<file path="config.mk">
export PLATFORM = sky130hd
export DESIGN_NAME = mem_rr_arbiter_flat
export DESIGN_NICKNAME = d
export VERILOG_FILES = /design/src/rtl/mem_rr_arbiter_if.sv /design/src/rtl/mem_rr_arbiter.sv /design/src/flat_wrapper.sv
export SDC_FILE = /design/constraint.sdc
export NUM_CORES = 1
export LEC_CHECK = 0
export BUFFER_PORTS_ARGS = -buffer_cell sky130_fd_sc_hd__clkbuf_2
export CAP_MARGIN = 20
export CORE_MARGIN = 5
export CORE_UTILIZATION = 36
export DETAILED_ROUTE_END_ITERATION = 6
export PLACE_DENSITY = 0.82
export SYNTH_ARGS = -nofsm -noshare
export SYNTH_HDL_FRONTEND = slang
export SYNTH_SLANG_ARGS = --single-unit
</file>
<file path="constraint.sdc">
create_clock -name clk -period 2.6 [get_ports clk]
set_input_delay 0.26 -clock clk [delete_from_list [all_inputs] [get_ports clk]]
set_output_delay 0.26 -clock clk [all_outputs]
set_load 0.01 [all_outputs]
</file>
<file path="src/rtl/mem_rr_arbiter_if.sv">
// mem_rr_arbiter_if: requester-side bus of the round-robin RAM arbiter.
//   req        per-requester access request, held until granted
//   req_we     per-requester write enable (1 = write, 0 = read)
//   req_addr   packed addresses, requester i at [i*AW +: AW]
//   req_wdata  packed write data, requester i at [i*DW +: DW]
//   gnt        one-hot grant, combinational
//   rvalid     one-hot read-data-valid strobe, registered
//   rdata      shared read data
// master: requester side; slave: arbiter side.
interface mem_rr_arbiter_if #(
  parameter int NREQ = 3,
  parameter int AW   = 10,
  parameter int DW   = 8
);
  logic [NREQ-1:0]    req;
  logic [NREQ-1:0]    req_we;
  logic [NREQ*AW-1:0] req_addr;
  logic [NREQ*DW-1:0] req_wdata;
  logic [NREQ-1:0]    gnt;
  logic [NREQ-1:0]    rvalid;
  logic [DW-1:0]      rdata;

  modport master (
    output req, req_we, req_addr, req_wdata,
    input  gnt, rvalid, rdata
  );

  modport slave (
    input  req, req_we, req_addr, req_wdata,
    output gnt, rvalid, rdata
  );
endinterface

</file>
<file path="src/rtl/mem_rr_arbiter.sv">
// mem_rr_arbiter: round-robin arbiter sharing one single-port synchronous
// RAM (one-cycle registered read, read-old-on-write) between NREQ requesters.
// At most one access is granted per cycle; read data comes back one cycle
// after the grant with a one-hot rvalid strobe naming the requester.
//   clk       system clock, rising edge
//   rst_n     asynchronous active-low reset
//   bus       requester bus (req/req_we/req_addr/req_wdata in,
//             gnt/rvalid/rdata out)
//   mem_wr    RAM write enable
//   mem_addr  RAM address
//   mem_d_i   RAM write data
//   mem_d_o   RAM read data (registered inside the RAM)
module mem_rr_arbiter #(
  parameter int NREQ = 3,
  parameter int AW   = 10,
  parameter int DW   = 8
) (
  input  logic                 clk,
  input  logic                 rst_n,
  mem_rr_arbiter_if.slave      bus,
  output logic                 mem_wr,
  output logic [AW-1:0]        mem_addr,
  output logic [DW-1:0]        mem_d_i,
  input  logic [DW-1:0]        mem_d_o
);
  localparam int IW = (NREQ > 1) ? $clog2(NREQ) : 1;

  logic [IW-1:0]   last_gnt;
  logic [NREQ-1:0] rd_pend;
  logic [IW-1:0]   win;
  logic            found;
  logic [NREQ-1:0] gnt_c;

  // Index base+off wrapped modulo NREQ; works for non-power-of-2 NREQ.
  function automatic logic [IW-1:0] wrap_idx(input logic [IW-1:0] base,
                                             input int off);
    int s;
    s = int'(base) + off;
    return IW'(s % NREQ);
  endfunction

  // Stage 0: combinational arbitration, search starts just after last winner
  always_comb begin
    found = 1'b0;
    win   = '0;
    gnt_c = '0;
    for (int k = 0; k < NREQ; k++) begin
      if (!found && bus.req[wrap_idx(last_gnt, k + 1)]) begin
        found = 1'b1;
        win   = wrap_idx(last_gnt, k + 1);
      end
    end
    if (found) gnt_c[win] = 1'b1;
  end

  always_comb begin
    mem_wr   = 1'b0;
    mem_addr = '0;
    mem_d_i  = '0;
    if (found) begin
      mem_wr   = bus.req_we[win];
      mem_addr = bus.req_addr[int'(win)*AW +: AW];
      mem_d_i  = bus.req_wdata[int'(win)*DW +: DW];
    end
  end

  // Stage 1: rotation pointer and read-pending flags, aligned with RAM latency
  always_ff @(posedge clk or negedge rst_n) begin
    if (!rst_n) begin
      last_gnt <= IW'(NREQ - 1);
      rd_pend  <= '0;
    end else begin
      if (found) last_gnt <= win;
      rd_pend <= gnt_c & ~bus.req_we;
    end
  end

  assign bus.gnt    = gnt_c;
  assign bus.rvalid = rd_pend;
  assign bus.rdata  = mem_d_o;
endmodule

</file>
<file path="src/flat_wrapper.sv">
// flat-port wrapper written by rule: the top's interface ports become plain ports
module mem_rr_arbiter_flat 
#(
  parameter int NREQ = 3,
  parameter int AW   = 10,
  parameter int DW   = 8
)
  (clk, rst_n, mem_wr, mem_addr, mem_d_i, mem_d_o, bus_req, bus_req_we, bus_req_addr, bus_req_wdata, bus_gnt, bus_rvalid, bus_rdata);
  mem_rr_arbiter_if #(.NREQ(NREQ), .AW(AW), .DW(DW)) bus_i ();
  input  logic clk;
  input  logic rst_n;
  output logic mem_wr;
  output logic [AW-1:0] mem_addr;
  output logic [DW-1:0] mem_d_i;
  input  logic [DW-1:0] mem_d_o;
  input wire logic [$bits(bus_i.req)-1:0] bus_req;
  input wire logic [$bits(bus_i.req_we)-1:0] bus_req_we;
  input wire logic [$bits(bus_i.req_addr)-1:0] bus_req_addr;
  input wire logic [$bits(bus_i.req_wdata)-1:0] bus_req_wdata;
  output wire logic [$bits(bus_i.gnt)-1:0] bus_gnt;
  output wire logic [$bits(bus_i.rvalid)-1:0] bus_rvalid;
  output wire logic [$bits(bus_i.rdata)-1:0] bus_rdata;
  assign bus_i.req = bus_req;
  assign bus_i.req_we = bus_req_we;
  assign bus_i.req_addr = bus_req_addr;
  assign bus_i.req_wdata = bus_req_wdata;
  assign bus_gnt = bus_i.gnt;
  assign bus_rvalid = bus_i.rvalid;
  assign bus_rdata = bus_i.rdata;
  mem_rr_arbiter #(.NREQ(NREQ), .AW(AW), .DW(DW)) u_core (.clk(clk), .rst_n(rst_n), .bus(bus_i), .mem_wr(mem_wr), .mem_addr(mem_addr), .mem_d_i(mem_d_i), .mem_d_o(mem_d_o));
endmodule
</file>
==> impl_metrics.yaml, run 1 <==
detailed_routing:
  drtIter0Drc: 50
  dr.pass1.iters: 4
  routed_wl_um: 4180
  drtAntennaViolNets: 0
  routed_via_density: 5.21
  drc: 0
  vias: 1370
  routedWlPerCell_um: 15.9
cells_and_area:
  fin_area_um2: 1790
  final_core_util_pct: 66.2
  drive_above_1_share_pct: 63.4
  final_cells: 263
  nFillCells: 231
  multi_input_area_um2: 875
  final_nets: 307
  regArea_um2: 126
  antenna_cells: 0
  area_delta_synth_final_pct: 78.5
clock_network:
  cts.sinks: 5
  clockRootBuffer: "clkbuf_4"
  cts_tree: "built"
  htreeDepth: 1
  path_clk_slew_ns: 0.06
  cts_buffers: 3
  clkLatencyLatePin_ns: 0.26
  cts.path.max_buffers: 2
worst_setup_path:
  start_kind: "register"
  critPathCaptureType: "primary output"
  crit_type: "reg -> out"
  crit_required_ns: 2.34
  rr_startpoint: "u_core.last_gnt[1]$_DFFE_PN1P_"
  startpoint: "u_core.last_gnt[1]$_DFFE_PN1P_"
  crit_path_max_fanout: 12
  arrival_ns: 2.46
grt:
  grt_max_degree: 22
  grt_pass1_vias: 1410
  grt-ovfl-total: 0
  track_usage_pct: 19.3
  grt_pass1_wl_um: 6390
  antenna_found_initial: 0
sta:
  hold_ws_ns: 0.199
  tightest_slew_ns: 0.394
  fmax_ghz: 0.368
  finClkSkew_ns: 0.0124
  rsz0062_at_grt: "true"
  fin_crit_sh_pct: 105
  slew_violations: 0
  setup_tns_ns: -2.00
  final.setup.worst_slack_ns: -0.121
  slew_headroom_pct: 73.6
  hold_violations: 0
  post-route-min-period_ns: 2.72
  setup_violations: 21
power_and_ir_drop:
  max-vdd-ir-drop_mv: 1.87
  power_mw: 3.67
  cellLeakagePower_nw: 0.925
  power_density_nw_per_um2: 2050
yosys:
  synth_ff_type: "dfrtp_1"
  netlist_area_um2: 1000
  synthSimpleGateAreaFrac_pct: 23.3
  synth-edff-count: 0
  synth_fp_nets: 206
  ys_ff_latch: 5
  yosys.area_share.adder_pct: 4.98
  yosys_warnings: 0
  syn_area_per_cell_um2: 7.61
  async_flop_share_pct: 100
  synth_cell_types: 37
  synth_compound_area_share_pct: 23.7
  synthMuxAreaShare_pct: 20.9
  synth_xor_area_share_pct: 0
  synth_top_family_by_area: "compound AO/OA/AOI/OAI gates"
  ys_seq_area_share_pct: 12.6
  syn_inst: 132
floorplan:
  core_area_um2: 2710
  fp-row-count: 19
  die_h_um: 62.8
  initial_core_util_pct: 37.1
  die_w_um: 62.8
  io_pins: 103
  dieArea_um2: 3950
placed_design:
  dpl_cell_area_um2: 1420
  dp.cells: 241
  hpwlAfterDp_um: 2750
  post-place-ws_ns: 0.0852
  io_buffer_count: 86
  place.gp.congestion: 0.928
flow_run:
  drv_cap: 0
run_status:
  violations: "setup timing"
  outcome: "finished with violations"
hold_path:
  min_path_type: "in -> reg"
  min-delay-start: "bus_req_we[0]"
## where the power goes
part / switching, mW / total, mW / internal, mW
sequential: 0.0246 / 0.141 / 0.116
combinational: 1.65 / 3.43 / 1.78
clock: 0.0392 / 0.0977 / 0.0585
total: 1.72 / 3.67 / 1.96
## layer usage
| layer | share of wire [%] | wire [µm] | global-route usage (%) | up-vias |
|---|---|---|---|---|
| met5 | 0 | 0 | 0 | - |
| met4 | 2.8 | 117 | 4.77 | 0 |
| met3 | 5.8 | 243 | 4.32 | 17 |
| met2 | 56 | 2350 | 36.4 | 64 |
| met1 | 35 | 1470 | 21.6 | 628 |
| li1 | - | - | - | 661 |
## synthesized netlist by cell type, drive strengths merged (2+ instances only)
cell,count,area share (%)
nor2,7,4.2
inv,4,1.5
ha,4,5.0
nor2b,3,2.1
o21ai,23,11
dfrtp,4,10
buf,15,13
nor4,2,1.2
a21oi,5,2.5
nand3,2,1.0
or2,2,1.2
nand2,22,8.2
nor3,3,2.0
mux2i,21,21
## flip-flops by register name (all words and copies together), names as in the netlist
signal and flops:
u_core.bus.rvalid 3, u_core.last_gnt 2
## cell type report
cell class / instances / area share [%]
clock buffer: 4 / 1.47
timing repair buffer: 112 / 39.6
sequential: 5 / 7.05
inverter: 4 / 0.977
multi-input combinational: 107 / 48.8
tap: 31 / 2.16
## cells by family after synthesis
| logic type | after synthesis |
|---|---|
| and+or+nand+nor | 45 |
| muxes | 21 |
| DFF | 5 |
| AOI/OAI and AO/OA | 37 |
| adders and majority gates | 4 |
| buffers and inverters | 20 |
## critical path, stage by stage (launching register included)
cell and delay (ns):
dfstp_2 0.60, ha_4 0.25, buf_4 0.14, buf_4 0.15
o21ai_0 0.24, o21ai_1 0.21, a21oi_4 0.21, buf_6 0.17
o21ai_1 0.09, buf_2 0.14
## final timing paths
path | end | slack (ns) | cells after the start
max | mem_d_i[4] | -0.12 | 9
min | u_core.bus.rvalid[0]$_DFF_PN0_ | 0.20 | 2
max reg2reg | u_core.bus.rvalid[1]$_DFF_PN0_ | 0.31 | 7
min reg2reg | u_core.last_gnt[1]$_DFFE_PN1P_ | 0.74 | 2
max in group asynchronous | u_core.last_gnt[1]$_DFFE_PN1P_ | 2.03 | 2
min in group asynchronous | u_core.bus.rvalid[0]$_DFF_PN0_ | 0.35 | 2
## cell usage in the layout (no fill, tap or decap), types with 2 or more instances in the layout
cell type,instances
buf_6,3
mux2i_2,2
nand2_1,17
mux2i_1,18
buf_12,4
o21ai_0,2
nor2_1,6
ha_4,3
buf_2,20
nand3_2,2
a21oi_1,4
nand2_2,4
clkbuf_2,66
inv_2,2
o21ai_1,20
buf_4,17
dfrtp_1,4
clkbuf_4,3
nor2b_1,2
## what timing repair did
action | 4_1_cts | 5_1_grt
pin swaps | 8 | 7
gates resized for setup | 22 | 48
hold buffers | 1 | 0
gates cloned | 2 | 0
buffers inserted | 13 | 3
endpoints found under the setup margin | 21 | 22
endpoints found under the hold margin | 4 | 0
(Power assumes the default switching activity.)
==> run 2, diff against run 1 <==
Settings changed: CORE_ASPECT_RATIO set to 1.25.
==> run 2 against run 1 <==
Critical endpoint is now mem_addr[2]. Die area is 0.16% higher. Hold slack got worse by 0.019 ns. Worst setup slack better by 0.12 ns. Sequential share of layout area rose by 0.52 points. Register-to-register slack improved by 0.12 ns. Sequential power shrank 4%. Via count fell by 4.5%. The flow now finishes without violations. Combinational power is 16% lower. Count of clock-buffer cells in the layout did not move. Fmax up 4.8%. Non-clock buffer count shrank 4. Clock power is 4.3% lower.
==> impl_metrics.yaml, run 2 (same netlist as run 1, synthesis figures left out) <==
sta:
  slew_violations: 0
  fin_crit_sh_pct: 99.9
  hold_ws_ns: 0.180
  setup_violations: 0
  finClkSkew_ns: 0.00274
  hold_violations: 0
  slew_headroom_pct: 73.5
  tightest_slew_ns: 0.394
  rsz0062_at_grt: "true"
  fmax_ghz: 0.385
  post-route-min-period_ns: 2.60
worst_setup_path:
  crit_type: "reg -> out"
  crit_chain: "buf_4, buf_4, ha_4, or3_4, a31oi_4, nor2_8, buf_12, mux2i_1, o21ai_1, buf_2"
  critPathCaptureType: "primary output"
  rr_startpoint: "u_core.last_gnt[1]$_DFFE_PN1P_"
  start_kind: "register"
  slowest_stage: "dfstp_2"
  arrival_ns: 2.34
  timing.rr.end: "u_core.bus.rvalid[1]$_DFF_PN0_"
  max_stage_delay_ns: 0.39
  startpoint: "u_core.last_gnt[1]$_DFFE_PN1P_"
  rr_worst_depth: 7
  crit_path_max_fanout: 8
  r2r_slack_ns: 0.43
  path_common_cell: "buf_4"
  crit_required_ns: 2.34
hold_path:
  hold_depth: 2
  min_path_type: "in -> reg"
  min-delay-start: "bus_req_we[2]"
  holdPathEnd: "u_core.bus.rvalid[2]$_DFF_PN0_"
floorplan:
  die_w_um: 57.3
  die_h_um: 69.1
  fp-row-count: 21
  core_area_um2: 2680
  initial_core_util_pct: 37.5
  dieArea_um2: 3950
  io_pins: 103
cells_and_area:
  largest_reg_flops: 3
  area_delta_synth_final_pct: 66.3
  final_common_cell: "clkbuf_2"
  final_cell_mix: "67 x clkbuf_2, 21 x mux2i_1, 21 x nand2_1"
  nFillCells: 262
  final_nets: 303
  regArea_um2: 126
  antenna_cells: 0
  multi_input_area_um2: 807
  drive_above_1_share_pct: 57.9
  final_core_util_pct: 62.3
detailed_routing:
  routedWlPerCell_um: 13.7
  routed_via_density: 4.99
  routed_wl_um: 3580
  dr.pass1.iters: 4
  drc: 0
  drtIter0Drc: 32
  vias: 1308
  drt-met1-wl_um: 1230
  highest_layer: "met4"
  wl_met2_um: 1900
  wl_met3_um: 345
  drtAntennaViolNets: 0
placed_design:
  place.gp.congestion: 0.889
  io_buffer_count: 86
  hpwlAfterDp_um: 2850
clock_network:
  clkLatencyLatePin_ns: 0.25
  htreeDepth: 1
  cts.path.max_buffers: 2
  cts.sinks: 5
  cts_buffers: 3
  clockRootBuffer: "clkbuf_4"
  cts_tree: "built"
  path_clk_slew_ns: 0.05
grt:
  antenna_found_initial: 0
  grt-ovfl-total: 0
  grt_max_degree: 22
  grt_pass1_wl_um: 5510
  track_usage_pct: 16.9
  grt_pass1_vias: 1283
power_and_ir_drop:
  power_density_nw_per_um2: 1870
  cellLeakagePower_nw: 0.882
  max-vdd-ir-drop_mv: 1.60
run_status:
  outcome: "completed"
flow_run:
  drv_cap: 0
run 2: cell types whose count changed in the layout (fill, tap and decap cells not counted), moves of 2 or more:
cell,change
nand2_1,+4
nand2_2,-4
mux2i_1,+3
buf_12,-2
mux2i_2,-2
nand3_1,+2
nand3_2,-2
run 2: repair_timing:
| item | CTS | global route |
|---|---|---|
| hold buffers | 1 | 0 |
| pin swaps | 7 | 8 |
| endpoints found under the hold margin | 4 | 0 |
| setup buffers | 7 | 5 |
| gates cloned | 1 | 0 |
| resized for setup | 15 | 37 |
| setup endpoints to repair | 20 | 21 |
run 2: cell type report:
| type | count | area share, % |
|---|---|---|
| Timing Repair Buffer | 108 | 39.0 |
| Tap cell | 34 | 2.55 |
| Multi-Input combinational cell | 107 | 48.3 |
| Inverter | 4 | 1.05 |
| Sequential cell | 5 | 7.57 |
| Clock buffer | 4 | 1.57 |
run 2: worst max path at each step:
stage                       end  slack (ns)  cells past startpoint
CTS                  mem_d_i[3]       -0.08                     10
detailed placement  mem_addr[2]        0.05                     10
global route        mem_addr[8]       -0.10                      9
floorplan           mem_addr[6]        0.25                      9
finish              mem_addr[2]       0.003                     10
global placement     mem_d_i[7]        0.13                     10
run 2: critical path, delay by kind of cell (launching register included):
family	cells	cell delay (ns)
adders and majority gates	1	0.17
and+or+nand+nor	2	0.46
DFF	1	0.39
buffers and inverters	4	0.56
muxes	1	0.12
AOI/OAI and AO/OA	2	0.39
run 2: stage by stage:
stage,instances,cell area (µm²),power (mW),setup TNS (ns),setup WS (ns)
after detailed placement,244,1430,2.47,0,0.0491
after CTS,257,1580,2.94,-0.708,-0.0844
after global routing,262,1670,3.37,-1.47,-0.100
final,262,1670,3.12,0,0.00330
after global placement,244,1430,2.45,0,0.131
after floorplan,132,1000,1.79,0,0.251
run 2: report_power, final:
| part | total, mW | switching [mW] | internal [mW] |
|---|---|---|---|
| logic | 2.89 | 1.42 | 1.47 |
| clock network | 0.0935 | 0.0353 | 0.0582 |
| registers | 0.136 | 0.0202 | 0.116 |
| total | 3.12 | 1.48 | 1.65 |
run 2: routing by layer:
metal	track usage, %	vias to the layer above
met3	3.92	17
met1	17.7	585
met5	0	-
li1	-	653
met2	31.0	53
met4	7.22	0
==> run 3, diff against run 2 <==
Settings changed: ABC_AREA set to 1, CORE_UTILIZATION 36 to 34, PLACE_DENSITY 0.82 to 0.77.
Clock period 2.6 ns to 2.3 ns, I/O delays scaled along.
==> run 3 against run 2 <==
The flow now finishes with violations (setup timing). Sequential share of layout area shrank 1.9 points. Non-clock buffer count grew 16. Sequential cell count is the same. Critical path type unchanged.
==> impl_metrics.yaml, run 3 <==
yosys:
  synthTopCellsByCount: "74 x nand2_1, 49 x nand3_1, 45 x inv_1"
  yosys_warnings: 0
  synth_fp_nets: 295
  yosysTopAreaCell: "nand2_1"
  ys_seq_area_share_pct: 11.1
  ys_ff_latch: 5
  netlist_area_um2: 1130
  synth-edff-count: 0
  synth_ff_type: "dfrtp_1"
  synth_cell_types: 20
  synth_area_leaders: "nand2_1 25%, nand3_1 22%, inv_1 15%"
  async_flop_share_pct: 100
  yosysMostFrequentCell: "nand2_1"
  syn_inst: 221
  syn_area_per_cell_um2: 5.13
  synth_top_area_share_pct: 24.5
run_status:
  violations: "setup timing"
  outcome: "finished with violations"
floorplan:
  initial_core_util_pct: 35.2
  io_pins: 103
  fp-row-count: 23
  dieArea_um2: 4600
  die_h_um: 74.6
  die_w_um: 61.6
  core_area_um2: 3220
worst_setup_path:
  crit_type: "reg -> out"
  crit_path_max_fanout: 4
  rr_startpoint: "u_core.last_gnt[1]$_DFFE_PN1P_"
  crit_required_ns: 2.07
  timing.rr.end: "u_core.last_gnt[1]$_DFFE_PN1P_"
  arrival_ns: 2.34
  rr_worst_depth: 12
  start_kind: "register"
  r2r_slack_ns: 0.22
  critPathCaptureType: "primary output"
clock_network:
  cts.sinks: 5
  cts_tree: "built"
  path_clk_slew_ns: 0.04
  cts.path.max_buffers: 2
  htreeDepth: 1
  cts_buffers: 3
  clkLatencyLatePin_ns: 0.23
  clockRootBuffer: "clkbuf_8"
detailed_routing:
  drc: 0
  vias: 1804
  dr.pass1.iters: 4
  routedWlPerCell_um: 13.8
  routed_via_density: 4.92
  drtIter0Drc: 46
  drtAntennaViolNets: 0
  routed_wl_um: 5080
placed_design:
  hpwlAfterDp_um: 3170
  dp.cells: 344
  dpl_cell_area_um2: 1620
  place.gp.congestion: 0.858
  io_buffer_count: 86
sta:
  finClkSkew_ns: 0.00348
  fin_crit_sh_pct: 112
  slew_violations: 0
  setup_violations: 22
  fmax_ghz: 0.389
  rsz0062_at_grt: "true"
  hold_violations: 0
  hold_ws_ns: 0.171
  final.setup.worst_slack_ns: -0.273
  slew_headroom_pct: 81.0
  post-route-min-period_ns: 2.57
  setup_tns_ns: -5.11
  tightest_slew_ns: 0.285
flow_run:
  drv_cap: 0
grt:
  grt-ovfl-total: 0
  antenna_found_initial: 0
  grt_pass1_vias: 1746
  grt_max_degree: 23
  grt_pass1_wl_um: 7130
  track_usage_pct: 20.0
cells_and_area:
  final_common_cell: "clkbuf_2"
  regArea_um2: 126
  drive_above_1_share_pct: 56.1
  final_cell_mix: "69 x clkbuf_2, 55 x nand2_1, 43 x inv_1"
  nFillCells: 262
  multi_input_area_um2: 965
  final_nets: 405
  final_cells: 367
  antenna_cells: 0
  largest_reg_flops: 3
  fin_area_um2: 2210
  area_delta_synth_final_pct: 95.1
hold_path:
  holdPathEnd: "u_core.bus.rvalid[2]$_DFF_PN0_"
  min_path_type: "in -> reg"
  hold_depth: 2
  min-delay-start: "bus_req_we[2]"
[run 3: changes by cell type after synthesis, moves of 8 or more]
cell     delta
o21ai_0    -13
inv_1      +41
mux2i_1    -21
o21ai_1     -8
nand2_1    +52
nand3_1    +47
[run 3: layout make-up]
type | instances | area share [%]
multi-input cells | 150 | 43.6
well taps | 37 | 2.09
flip-flops and latches | 5 | 5.71
clock buffers | 4 | 2.04
repair buffers | 124 | 38.3
inverters | 47 | 8.20
[run 3: logic make-up after synthesis]
logic type	share of synthesized area [%]
AOI/OAI and AO/OA	3.42
adders and majority gates	4.42
DFF	11.1
buffers and inverters	27.7
and+or+nand+nor	53.3
[run 3: worst max path at each step]
| stage | startpoint | endpoint | depth (start not counted) |
|---|---|---|---|
| 3_3_place_gp | u_core.last_gnt[1]$_DFFE_PN1P_ | mem_wr | 11 |
| 5_1_grt | u_core.last_gnt[1]$_DFFE_PN1P_ | mem_addr[9] | 14 |
| 6_report | u_core.last_gnt[1]$_DFFE_PN1P_ | mem_addr[4] | 16 |
| 2_1_floorplan | u_core.last_gnt[1]$_DFFE_PN1P_ | mem_addr[7] | 13 |
| 3_5_place_dp | u_core.last_gnt[1]$_DFFE_PN1P_ | mem_addr[7] | 12 |
| 4_1_cts | u_core.last_gnt[1]$_DFFE_PN1P_ | mem_wr | 16 |
[run 3: critical path, cell delays in order, from the launching register on]
cell and delay [ns]:
dfstp_2 0.57, inv_2 0.07, ha_4 0.18, inv_4 0.06, buf_6 0.11, nand3_4 0.07, nand2_4 0.08, nand2_2 0.06
buf_6 0.11, nor2_4 0.10, nand2_4 0.11, nand2_4 0.13, buf_6 0.13, nand2_1 0.08, nand3_2 0.06, nand2_1 0.05
buf_2 0.13
[run 3: layer usage]
metal / part of all wire [%] / up-vias / global-route usage (%) / routed length, µm
met5: 0 / - / 0 / 0
met4: 2.4 / 0 / 7.78 / 120
met3: 6.4 / 15 / 3.30 / 326
met2: 57 / 73 / 36.2 / 2910
met1: 34 / 828 / 22.6 / 1720
li1: - / 888 / - / -
[run 3: what timing repair did]
| item | 4_1_cts | 5_1_grt |
|---|---|---|
| endpoints found under the setup margin | 22 | 22 |
| hold buffers | 1 | 0 |
| gates resized for setup | 46 | 66 |
| hold endpoints to repair | 4 | 0 |
| pin swaps | 14 | 20 |
| setup buffers | 7 | 6 |
| gates cloned | 3 | 2 |
[run 3: stage by stage]
step / setup WS [ns] / util, %
2_1_floorplan: 0.208 / -
3_3_place_gp: -0.677 / 49.9
3_5_place_dp: -0.321 / 50.2
4_1_cts: -0.217 / 60.0
5_1_grt: -0.405 / 68.6
6_report: -0.273 / 68.6
Power of run 3 is not shown: default switching activity piles up to over one toggle a cycle in this logic, so the estimate is an artifact.
